**src/rtl/imm_field_packer.sv**
```systemverilog
// Packs a signed value into an (msb_num+1)-bit field, scanning one bit per cycle for overflow.
// Optional build macro IMM_PACK_SAT_EN: saturate the packed field when the value does not fit.
module imm_field_packer #(
  parameter int WIDTH = 16
) (
  input  logic                     clk,
  input  logic                     rst,
  input  logic                     start,
  input  logic [WIDTH-1:0]         in,
  input  logic [$clog2(WIDTH)-1:0] msb_num,
  input  logic                     shift_last,
  output logic                     busy,
  output logic                     done,
  output logic [WIDTH-1:0]         out,
  output logic                     fits,
  output logic                     align_err
);

  localparam int IW = $clog2(WIDTH);
  localparam logic [IW-1:0] MAX_IDX = IW'(WIDTH - 1);

  typedef enum logic [1:0] {IDLE, SCAN, DONE} state_t;

  state_t          state, state_n;
  logic [WIDTH-1:0] v;
  logic [IW-1:0]    msb_q;
  logic [IW-1:0]    idx;
  logic [IW-1:0]    msb_next;
  logic             accept;
  logic [WIDTH-1:0] keep_mask;
  logic [WIDTH-1:0] packed_val;

  assign msb_next  = msb_q + IW'(1);
  assign keep_mask = {WIDTH{1'b1}} >> (MAX_IDX - msb_q);

`ifdef IMM_PACK_SAT_EN
  logic [WIDTH-1:0] sign_mask;
  logic [WIDTH-1:0] sat_val;

  // Saturate toward the sign of the original value: 0111.. or 1000.. within the field.
  assign sign_mask  = keep_mask ^ (keep_mask >> 1);
  assign sat_val    = v[WIDTH-1] ? sign_mask : (keep_mask >> 1);
  assign packed_val = fits ? (v & keep_mask) : sat_val;
`else
  assign packed_val = v & keep_mask;
`endif

  always_ff @(posedge clk) begin
    if (rst) state <= IDLE;
    else     state <= state_n;
  end

  // NOTE: every signal driven in always_comb gets a default first so no latch is inferred.
  always_comb begin
    state_n = state;
    accept  = 1'b0;
    case (state)
      IDLE: begin
        if (start) begin
          accept  = 1'b1;
          state_n = (msb_num < MAX_IDX) ? SCAN : DONE;
        end
      end
      SCAN:    if (idx == msb_next) state_n = DONE;
      DONE:    state_n = IDLE;
      default: state_n = IDLE;
    endcase
  end

  // NOTE: sequential state uses non-blocking assignments so every register samples pre-edge values.
  always_ff @(posedge clk) begin
    if (rst) begin
      // NOTE: v and msb_q are plain registers, not memories, so resetting them is cheap and keeps sim X-free.
      v         <= '0;
      msb_q     <= '0;
      idx       <= MAX_IDX;
      busy      <= 1'b0;
      done      <= 1'b0;
      out       <= '0;
      fits      <= 1'b0;
      align_err <= 1'b0;
    end else begin
      done <= 1'b0;
      case (state)
        IDLE: begin
          if (accept) begin
            v         <= shift_last ? {in[WIDTH-1], in[WIDTH-1:1]} : in;
            msb_q     <= msb_num;
            align_err <= shift_last & in[0];
            fits      <= 1'b1;
            idx       <= MAX_IDX;
            busy      <= 1'b1;
          end
        end
        SCAN: begin
          // Any bit above the field sign bit that disagrees with it means overflow.
          if (v[idx] != v[msb_q]) fits <= 1'b0;
          idx <= idx - IW'(1);
        end
        DONE: begin
          out  <= packed_val;
          done <= 1'b1;
          busy <= 1'b0;
          idx  <= MAX_IDX;
        end
        default: ;
      endcase
    end
  end

endmodule

```
**config.mk**
```make
export PLATFORM = sky130hd
export DESIGN_NAME = imm_field_packer
export DESIGN_NICKNAME = d
export VERILOG_FILES = /design/src/rtl/imm_field_packer.sv
export SDC_FILE = /design/constraint.sdc
export NUM_CORES = 1
export LEC_CHECK = 0
export BUFFER_PORTS_ARGS = -buffer_cell sky130_fd_sc_hd__buf_2
export CAP_MARGIN = 20
export CELL_PAD_IN_SITES_DETAIL_PLACEMENT = 0
export CELL_PAD_IN_SITES_GLOBAL_PLACEMENT = 1
export CORE_MARGIN = 2
export CORE_UTILIZATION = 43
export CTS_BUF_LIST = sky130_fd_sc_hd__clkbuf_4 sky130_fd_sc_hd__clkbuf_8
export DETAILED_ROUTE_END_ITERATION = 10
export GPL_TIMING_DRIVEN = 0
export PLACE_DENSITY_LB_ADDON = 0.1
export SYNTH_ARGS = -nofsm -noshare
export SYNTH_HDL_FRONTEND = slang
export SYNTH_SLANG_ARGS = --single-unit
```
**constraint.sdc**
```tcl
create_clock -name clk -period 2.08 [get_ports clk]
set_clock_uncertainty 0.05 [all_clocks]
set_input_delay 0 -clock clk [delete_from_list [all_inputs] [get_ports clk]]
set_output_delay 0 -clock clk [all_outputs]
set_load 0.03 [all_outputs]
```
==> metrics.md <==
| Metric | Value |
|---|---|
| Status | finished, final reports clean |
| CTS tree | yes |
| Final Hold Vio Count | 0 |
| RSZ-0062 raised after global routing | no |
| Routed Antenna Nets | 0 |
| Vias in the first global route | 1,999 |
| Crit path kind | reg -> reg |
| Critical Path RT | 2.20 ns |
| Setup WS pre-CTS | -0.146 ns |
| Core outline area | 5170 um^2 |
| Multi-input gate area | 1270 um^2 |
| Tot GR Track Use | 20.5% |
| Max_slew headroom | 60.3% |
| Multiplexer share of the synthesized area | 17.9% |
| Fin cells | 392 |
| Worst vdd ir | 322 uV |
| Final Cycle Share | 91.4% |
| Area Growth Syn to Fin | 23.7% |
| Final worst setup slack | 0.180 ns |
| Post-Route Utilization | 55.5% |
| Skew-Pair Late Insertion Delay | 0.30 ns |
| Achievable frequency | 0.526 GHz |
| Post-synthesis adder-cell area fraction | 2.69% |
| Synth Area in Compound Gates | 15.4% |
| Post-Route WL | 5870 um |
| DR DRC count | 0 |
| N_diodes | 0 |
| Rows | 26 |
| Via count | 2,087 |
| Pleak | 1.21 nW |
| Pre-Repair DR Iteration Count | 4 |
| DR iter-0 viols | 109 |
| Max-cap violations | 0 |
| Setup bufs post-CTS | 0 |
| Final Setup Violations | 0 |
| Wire per inst | 15.0 um |
| Post-layout min period | 1.90 ns |
| DP Cell Count | 369 |
| Synthesized instance count | 258 |
| Slew Viols, Final | 0 |
| Sink Count | 46 |
| Root Buffer | clkbuf_8 |
| CP max FO | 10 |
| Clk buf depth | 2 |
| Simple-gate share of the synthesized area | 15.9% |
| Synth unique cells | 38 |
| H-tree levels | 2 |
| Die height | 77.5 um |
| Port Buffers | 41 |
| Avg Inst Size Synth | 9.00 um^2 |
| First-pass GRT wire length | 9800 um |
| Grt total ovfl | 0 |
| Worst Tran Pin Value | 0.595 ns |
| Clk slew on worst S/H paths | 0.09 ns |
| Initial antenna violation count | 0 |
| Worst hold-check path type | in -> reg |
| Net Count, Synth | 287 |
| IO Count | 44 |
| Largest net degree at the start of global routing | 15 |
| Die X | 77.5 um |
| Largest family of logic cells by synthesized area | multiplexers |
| Final GP Congestion | 0.857 |
| Sequential area share after synthesis | 39.7% |
| Sequential cell area | 923 um^2 |
| Yosys reg bits | 46 |
| Layout cells sized above 1 | 20.8% |
| Initial Util | 44.9% |
| Die ar. | 6000 um^2 |
| Inserted Clock Buffers | 5 |
| Post-synthesis xor/xnor area fraction | 2.64% |
| Post-DR vias/cell | 5.32 |
| WP data arrival | 2.02 ns |
| Crit end category | flop |
| Fillcell total | 504 |
| Fin nets | 350 |
| Pwr/cell area | 678 nW/um^2 |
| YS warnings | 0 |
| Syn Std Cell Area | 2320 um^2 |
| CP Launch Type | flop |
| Post-DP HPWL | 4280 um |
[placed cells by master, fill, tap and decap left out, types with 5 or more instances in the layout]
master / count
inv_1: 8
a21oi_1: 24
ha_1: 5
nor2_1: 27
clkbuf_8: 6
dfxtp_1: 44
mux2i_1: 22
nand2_1: 32
a211oi_1: 16
buf_2: 47
nand3_1: 6
nor3_1: 5
clkbuf_1: 12
dlygate4sd3_1: 15
[power by group]
group	total (W)	leakage, nW	internal (W)	switching [W]
logic	0.000390	0.781	0.000178	0.000212
clock network	0.000571	0.0472	0.000267	0.000304
registers	0.000986	0.377	0.000933	0.0000528
total	0.00195	1.21	0.00138	0.000569
[logic make-up after synthesis]
kind of cell / after synthesis
fa+ha+maj: 5
compound gates: 55
simple gates: 84
buf+inv: 31
flops: 46
xor+xnor: 7
mux: 30
[timing repair]
| item | in CTS | in global routing |
|---|---|---|
| hold endpoints to repair | 12 | 0 |
| hold buffers | 15 | 0 |
| resized for setup | 2 | 5 |
| setup endpoints to repair | 2 | 2 |
[layer usage]
metal  up-vias  track usage, %  share of wire [%]
met4         0            4.82               0.85
met2        58            35.7                 48
met5         -               0                  0
li1       1051               -                  -
met1       974            26.3                 46
met3         4            4.07                5.1
[cell type report]
class	count	share of cell area, %
tap	70	3.05
sequential	46	32.2
buffer	23	3.79
timing repair buffer	56	12.4
clock buffer	6	2.88
clock inverter	2	0.436
multi-input combinational	181	44.3
inverter	8	1.05
[critical path: stages (launching register included)]
cell	delay, ns
dfxtp_2	0.38
buf_4	0.18
inv_1	0.10
ha_1	0.31
xor2_1	0.14
nor3_1	0.23
a211oi_2	0.12
o21ba_2	0.24
nor2_1	0.03
[registers in the layout, summed over array words and instances (netlist names)]
| name | cells |
|---|---|
| busy | 1 |
| msb_q | 4 |
| idx | 4 |
| v | 16 |
| done | 1 |
| out | 16 |
| align_err | 1 |
| fits | 1 |
| state | 2 |
[synth_stat cells, drive strengths merged]
master	number	area share [%]
a211o	1	0.38
a211oi	17	5.5
a21oi	24	5.2
a311oi	1	0.38
a31oi	2	0.54
a32oi	1	0.38
and2	1	0.27
and4	1	0.38
buf	10	2.4
clkbuf	13	2.1
dfxtp	46	40
ha	5	2.7
inv	8	1.3
mux2i	22	9.5
mux4	8	8.4
nand2	32	5.2
nand2b	3	0.81
nand3	6	1.3
nand4	3	0.81
nor2	27	4.4
nor3	5	1.1
nor3b	1	0.32
nor4	3	0.81
o2111ai	1	0.38
o211ai	2	0.65
o21ai	1	0.22
o21ba	1	0.43
o21bai	2	0.65
o311ai	1	0.38
o32ai	1	0.38
or2	1	0.27
or4	1	0.32
xnor2	3	1.1
xor2	4	1.5
[worst paths after layout]
kind,from,end,slack [ns],cells after the start
max,msb_q[2],state[0],0.18,8
min,in[4],v[4],0.005,3
max reg2reg,msb_q[2],state[0],0.18,8
min reg2reg,out[7],out[7],0.40,2
[stage by stage]
stage          cell area [um^2]  hold WS (ns)  total power, W  TNS, ns
2_1_floorplan              2320        0.0860         0.00126        0
3_3_place_gp               2620         0.207         0.00137   -0.184
3_5_place_dp               2620         0.211         0.00137   -0.184
4_1_cts                    2870       0.00486         0.00196        0
5_1_grt                    2870        0.0189         0.00204        0
6_report                   2870       0.00539         0.00195        0
Power figures use the tool's default switching activity.
